File: src/rtl/switch_input_ctrl_pkg.sv
`default_nettype none
// +----------------------------------------------------------------------+
// | Module  : switch_input_ctrl_pkg                                      |
// | Purpose : Shared definitions for the switch input peripheral: IO     |
// |           register offsets, debounce default, FSM state encoding.   |
// | Revision: 1.0 - initial release                                      |
// +----------------------------------------------------------------------+
package switch_input_ctrl_pkg;

  // IO register offsets within the switch peripheral window
  localparam logic [1:0] SW_DATA_OFF = 2'b00;
  localparam logic [1:0] SW_STAT_OFF = 2'b10;

  // About 1 ms of stable input at the CPU clock
  localparam int DEFAULT_DEBOUNCE_CYCLES = 20000;

  typedef logic [1:0] sw_addr_t;

  // Debounce FSM states
  typedef enum logic {
    DB_IDLE  = 1'b0,
    DB_COUNT = 1'b1
  } db_state_e;

endpackage
`default_nettype wire

File: src/rtl/switch_input_ctrl_if.sv
`default_nettype none
// +----------------------------------------------------------------------+
// | Module  : switch_input_ctrl_if                                       |
// | Purpose : IO read-side bus between the CPU IO decode and the switch  |
// |           peripheral (chip select, read strobe, address, read data). |
// | Revision: 1.0 - initial release                                      |
// +----------------------------------------------------------------------+
interface switch_input_ctrl_if #(
  parameter int WIDTH = 16
);
  import switch_input_ctrl_pkg::*;

  logic             switchcs;
  logic             switchrd;
  sw_addr_t         switchaddr;
  logic [WIDTH-1:0] switchrdata;

  // CPU / IO decode side
  modport master (
    output switchcs,
    output switchrd,
    output switchaddr,
    input  switchrdata
  );

  // Peripheral side
  modport slave (
    input  switchcs,
    input  switchrd,
    input  switchaddr,
    output switchrdata
  );

endinterface
`default_nettype wire

File: src/rtl/switch_input_ctrl_sync2.sv
`default_nettype none
// +----------------------------------------------------------------------+
// | Module  : sync2                                                      |
// | Purpose : WIDTH-bit two-flop synchronizer with async active-high     |
// |           reset, for bringing board inputs into the clock domain.   |
// | Revision: 1.0 - initial release                                      |
// +----------------------------------------------------------------------+
module sync2 #(
  parameter int WIDTH = 16
) (
  input  logic             clock,
  input  logic             reset,
  input  logic [WIDTH-1:0] d_i,
  output logic [WIDTH-1:0] q_o
);

  logic [WIDTH-1:0] meta_q;
  logic [WIDTH-1:0] sync_q;

  // First stage may go metastable; second stage gives a settled copy
  always_ff @(posedge clock or posedge reset) begin
    if (reset) begin
      meta_q <= '0;
      sync_q <= '0;
    end else begin
      meta_q <= d_i;
      sync_q <= meta_q;
    end
  end

  assign q_o = sync_q;

endmodule
`default_nettype wire

File: src/rtl/switch_input_ctrl.sv
`default_nettype none
// +----------------------------------------------------------------------+
// | Module  : switch_input_ctrl                                          |
// | Purpose : Memory-mapped switch input peripheral. Synchronizes and    |
// |           debounces the board switches, holds a stable snapshot and |
// |           a sticky changed flag cleared by a status read.           |
// | Revision: 1.0 - initial release                                      |
// +----------------------------------------------------------------------+
module switch_input_ctrl
  import switch_input_ctrl_pkg::*;
#(
  parameter int WIDTH           = 16,
  parameter int DEBOUNCE_CYCLES = DEFAULT_DEBOUNCE_CYCLES,
  parameter int CNT_W           = 15
) (
  input  logic                clock,
  input  logic                reset,
  input  logic [WIDTH-1:0]    switch_i,
  switch_input_ctrl_if.slave  bus,
  output logic                switch_changed
);

  localparam logic [CNT_W-1:0] CNT_LAST = CNT_W'(DEBOUNCE_CYCLES - 1);
  localparam logic [CNT_W-1:0] CNT_MAX  = '1;

  logic [WIDTH-1:0] sw_sync;

  db_state_e        state_q, state_d;
  logic [WIDTH-1:0] cand_q, cand_d;
  logic [WIDTH-1:0] stable_q, stable_d;
  logic [CNT_W-1:0] cnt_q, cnt_d;
  logic             changed_q, changed_d;

  logic             set_chg;
  logic             rd_en;
  logic             stat_rd;

  // The synchronizer is the only consumer of the raw switch pins
  sync2 #(
    .WIDTH (WIDTH)
  ) u_sync2 (
    .clock (clock),
    .reset (reset),
    .d_i   (switch_i),
    .q_o   (sw_sync)
  );

  // State registers for the debounce FSM, snapshot and changed flag
  always_ff @(posedge clock or posedge reset) begin
    if (reset) begin
      state_q   <= DB_IDLE;
      cand_q    <= '0;
      stable_q  <= '0;
      cnt_q     <= '0;
      changed_q <= 1'b0;
    end else begin
      state_q   <= state_d;
      cand_q    <= cand_d;
      stable_q  <= stable_d;
      cnt_q     <= cnt_d;
      changed_q <= changed_d;
    end
  end

  // Debounce: one shared counter, any bit change restarts the count
  always_comb begin
    state_d  = state_q;
    cand_d   = cand_q;
    stable_d = stable_q;
    cnt_d    = cnt_q;
    set_chg  = 1'b0;
    case (state_q)
      DB_IDLE: begin
        if (sw_sync != stable_q) begin
          cand_d  = sw_sync;
          cnt_d   = '0;
          state_d = DB_COUNT;
        end
      end
      DB_COUNT: begin
        if (sw_sync != cand_q) begin
          cand_d = sw_sync;
          cnt_d  = '0;
        end else if (cnt_q == CNT_LAST) begin
          // A return to the old value still completes; it just rewrites stable
          stable_d = cand_q;
          state_d  = DB_IDLE;
          set_chg  = (cand_q != stable_q);
        end else if (cnt_q != CNT_MAX) begin
          cnt_d = cnt_q + 1'b1;
        end
      end
      default: begin
        state_d = DB_IDLE;
      end
    endcase
  end

  // Same-cycle read mux and changed-flag update (set beats clear)
  always_comb begin
    rd_en           = bus.switchcs & bus.switchrd;
    stat_rd         = rd_en && (bus.switchaddr == SW_STAT_OFF);
    bus.switchrdata = '0;
    if (rd_en && (bus.switchaddr == SW_DATA_OFF)) begin
      bus.switchrdata = stable_q;
    end else if (stat_rd) begin
      bus.switchrdata = {{(WIDTH-1){1'b0}}, changed_q};
    end
    changed_d = set_chg | (changed_q & ~stat_rd);
  end

  assign switch_changed = changed_q;

endmodule
`default_nettype wire

File: src/flat_wrapper.sv
// flat-port wrapper written by rule: the top's interface ports become plain ports
module switch_input_ctrl_flat import switch_input_ctrl_pkg::*;
#(
  parameter int WIDTH           = 16,
  parameter int DEBOUNCE_CYCLES = DEFAULT_DEBOUNCE_CYCLES,
  parameter int CNT_W           = 15
)
  (clock, reset, switch_i, switch_changed, bus_switchcs, bus_switchrd, bus_switchaddr, bus_switchrdata);
  switch_input_ctrl_if #(.WIDTH(WIDTH)) bus_i ();
  input  logic clock;
  input  logic reset;
  input  logic [WIDTH-1:0] switch_i;
  output logic switch_changed;
  input wire logic [$bits(bus_i.switchcs)-1:0] bus_switchcs;
  input wire logic [$bits(bus_i.switchrd)-1:0] bus_switchrd;
  input wire logic [$bits(bus_i.switchaddr)-1:0] bus_switchaddr;
  output wire logic [$bits(bus_i.switchrdata)-1:0] bus_switchrdata;
  assign bus_i.switchcs = bus_switchcs;
  assign bus_i.switchrd = bus_switchrd;
  assign bus_i.switchaddr = bus_switchaddr;
  assign bus_switchrdata = bus_i.switchrdata;
  switch_input_ctrl #(.WIDTH(WIDTH), .DEBOUNCE_CYCLES(DEBOUNCE_CYCLES), .CNT_W(CNT_W)) u_core (.clock(clock), .reset(reset), .switch_i(switch_i), .bus(bus_i), .switch_changed(switch_changed));
endmodule
File: config.mk
export PLATFORM = sky130hd
export DESIGN_NAME = switch_input_ctrl_flat
export DESIGN_NICKNAME = d
export VERILOG_FILES = /design/src/rtl/switch_input_ctrl_pkg.sv /design/src/rtl/switch_input_ctrl_if.sv /design/src/rtl/switch_input_ctrl_sync2.sv /design/src/rtl/switch_input_ctrl.sv /design/src/flat_wrapper.sv
export SDC_FILE = /design/constraint.sdc
export NUM_CORES = 1
export LEC_CHECK = 0
export BUFFER_PORTS_ARGS = -buffer_cell sky130_fd_sc_hd__buf_2
export CORE_UTILIZATION = 60
export CTS_BUF_LIST = sky130_fd_sc_hd__clkbuf_4 sky130_fd_sc_hd__clkbuf_8 sky130_fd_sc_hd__clkbuf_16
export DETAILED_ROUTE_END_ITERATION = 6
export GPL_TIMING_DRIVEN = 0
export PLACE_DENSITY = 0.78
export SYNTH_ARGS = -nofsm -noshare
export SYNTH_HDL_FRONTEND = slang
export SYNTH_SLANG_ARGS = --single-unit
File: constraint.sdc
create_clock -name clock -period 3.45 [get_ports clock]
set_input_delay 0 -clock clock [delete_from_list [all_inputs] [get_ports clock]]
set_output_delay 0 -clock clock [all_outputs]
set_load 0.1 [all_outputs]
==> impl_results.md <==
- Reg2Reg Launch Point: u_core.stable_q[1]
- Initial Utilization: 0.619
- Vias in the first global route: 2,353
- Endpoints failing setup: 0
- Post-CTS Setup Bufs: 0
- Clock buffer depth: 2
- Worst Hold Class: in2reg
- Register bit total from synthesis: 81
- Worst Setup SP: u_core.stable_q[1]
- Ports: 39
- Share of post-route cells with drive strength above 1: 0.255
- DRT Pass-1 Iters: 4
- Rows: 28
- Setup crit start kind: flop
- CP arrival: 2750 ps
- Routed length per instance: 15.8 um
- Final WL: 7130 um
- Core ar.: 5890 um2
- Clock-pin transition on the worst setup and hold timing paths: 80 ps
- Routed vias: 2,454
- Die Span X: 79.9 um
- Filler Cells Inserted: 415
- Clk sinks: 81
- Top-area cell type share of the netlist area: 0.556
- Cell Chain, Critical Path: xor2_1 -> nor4_1 -> nand3_1 -> or4_1 -> buf_2 -> nor2b_4 -> buf_6 -> mux2_4
- DRC Markers: 0
- Max Slew Vio Count: 0
- Clock Skews: 7.77 ps
- Fmax: 400 MHz
- Yosys Warn Count: 0
- Pwr Density: 434 nW/um2
- Antenna violations before repair: 0
- Hold Fails Final Rpt: 0
- WS Path Type: reg2reg
- Mapped cell area: 3640 um2
- Most frequent cells in the layout: dfrtp_1, buf_2, xnor2_1
- Overall Global Routing Usage: 0.252
- Req. time, crit path: 3690 ps
- First-pass GRT wire length: 11,600 um
- Area grow syn2layout: 19.6%
- Worst slew pin tran: 505 ps
- Mapped Cells: 304
- Max FO, Critical Path: 10
- Post-DP Area: 3950 um2
- Post-synthesis cell type count: 36
- Post-synth net total: 327
- CTS tree: yes
- Setup crit end kind: flop
- Clock root cell: clkbuf_8
- Clock buffer count from CTS: 9
- Largest net degree at the start of global routing: 44
- Peak VDD IR: 403 uV
- Setup WS pre-CTS: 976 ps
- Most common cell after layout, fill and taps aside: dfrtp_1
- WP buf/inv: 2
- H-tree depth: 3
- Total gr overflow: 0
- Final ANT Viol Nets: 0
- Status: completed
- Final Instance Area: 4360 um2
- IO Port Bufs: 38
- Area contributors post-synth: dfrtp_1, xnor2_1, mux2_2
- Die Area: 6390 um2
- Die Y-Extent: 79.9 um
- Worst skew pair latency: 360 ps
- Setup TNS: 0 ps
- Fin crit share: 0.725
- Max-cap violations: 0
- Drt initial violations: 76
- CP top delay family: simple AND/OR/NAND/NOR gates
- Hold Path Origin: bus_switchaddr[0]
- Post-layout min period: 2500 ps
- Cell type with the largest total area after synthesis: dfrtp_1
- Util after Layout: 0.740
- Leakage: 2.02 nW
- Antenna cells: 0
- Gp weighted congestion: 0.814
- CP max stage delay: 440 ps
- Slew HR: 0.662
- CP max stage cell: dfrtp_1
- Syn_area_per_cell: 12.0 um2
- Final Net Count: 395
- Vias per cell: 5.43
- Hpwl dp: 4930 um
- RSZ-0062 raised after global routing: no
- Final WS setup: 948 ps
- Sequential share of the synthesized area: 0.556
- Tot Pwr: 0.00189 W
==> area by class of cell <==
| class | count | area, um2 | share of cell area |
|---|---|---|---|
| flip-flops and latches | 81 | 2030 | 0.465 |
| multi-input cells | 200 | 1520 | 0.348 |
| repair buffers | 57 | 390 | 0.0896 |
| clock buffers | 9 | 124 | 0.0284 |
| clock inverters | 7 | 103 | 0.0235 |
| well taps | 75 | 93.8 | 0.0215 |
| inverters | 16 | 62.6 | 0.0144 |
| plain buffers | 7 | 38.8 | 0.00890 |
==> worst paths after layout <==
check | to | slack [ps] | depth (start not counted)
max in group asynchronous | u_core.stable_q[6] | 2660 | 4
setup / recovery | u_core.cand_q[1] | 950 | 8
hold reg to reg | u_core.u_sync2.q_o[3] | 350 | 0
hold / removal | u_core.switch_changed | 10 | 4
setup reg to reg | u_core.cand_q[1] | 950 | 8
min in group asynchronous | u_core.u_sync2.meta_q[3] | 210 | 3
==> cell usage after synthesis <==
cell	n
buf_2	4
mux2_2	23
nand3_1	9
a31oi_1	2
nor2b_4	1
nor3_4	1
nand4_1	8
nand2b_1	1
dfrtp_1	81
nand3b_1	1
o21ai_1	3
nor3_1	4
o21ai_0	20
mux2_4	9
o22ai_1	3
nor2_1	13
and2_1	20
and3_1	3
a21oi_1	3
ha_1	1
mux2i_1	2
inv_1	16
nor2b_1	1
xor2_1	20
or3_1	1
a21boi_1	1
and4_1	3
clkbuf_1	1
buf_6	1
xnor2_1	30
or4_1	1
buf_1	1
nor4_1	8
o21a_1	1
or2_2	1
nand2_1	6
==> per-stage QoR <==
step / hold slack, ps / std cells
floorplan: 31.4 / 304
global placement: 107 / 417
detailed placement: 68.0 / 418
CTS: 12.9 / 452
global route: 40.6 / 452
finish: 13.8 / 452
==> metal layers <==
metal	up-vias	track usage	share of wire	wire length [um]
li1	1181	-	-	-
met1	1194	0.327	0.44	3170
met2	65	0.397	0.48	3450
met3	14	0.0766	0.048	342
met4	0	0.0964	0.023	165
met5	-	0	0	0
==> worst min-delay path, stage by stage <==
cell	delay (ps)
buf_2	70
nand3b_1	120
o21ai_0	80
o21ai_0	60
==> where the power goes <==
part           internal, W  total (W)  switching [W]
sequential        0.000978    0.00101      0.0000285
clock             0.000415   0.000776       0.000362
combinational    0.0000574   0.000110      0.0000527
total              0.00145    0.00189       0.000443
==> registers in the layout, indices dropped and copies added, names as in the netlist <==
signal,count
u_core.switch_changed,1
u_core.stable_q,16
u_core.cand_q,16
u_core.cnt_q,15
u_core.u_sync2.meta_q,16
u_core.u_sync2.q_o,16
u_core.state_q,1
==> logic make-up after synthesis <==
kind of cell | Yosys count | synth area share
adders and majority gates | 1 | 0.00343
muxes | 34 | 0.114
xor gates and xnor gates | 50 | 0.120
AOI/OAI and AO/OA | 33 | 0.0484
and+or+nand+nor | 82 | 0.131
DFF | 81 | 0.556
buffers and inverters | 23 | 0.0271
==> timing repair <==
item,4_1_cts,5_1_grt
hold buffers,18,0
gates resized for setup,0,0
endpoints found under the hold margin,55,0
Note: power is estimated with default switching activity, not from simulation.
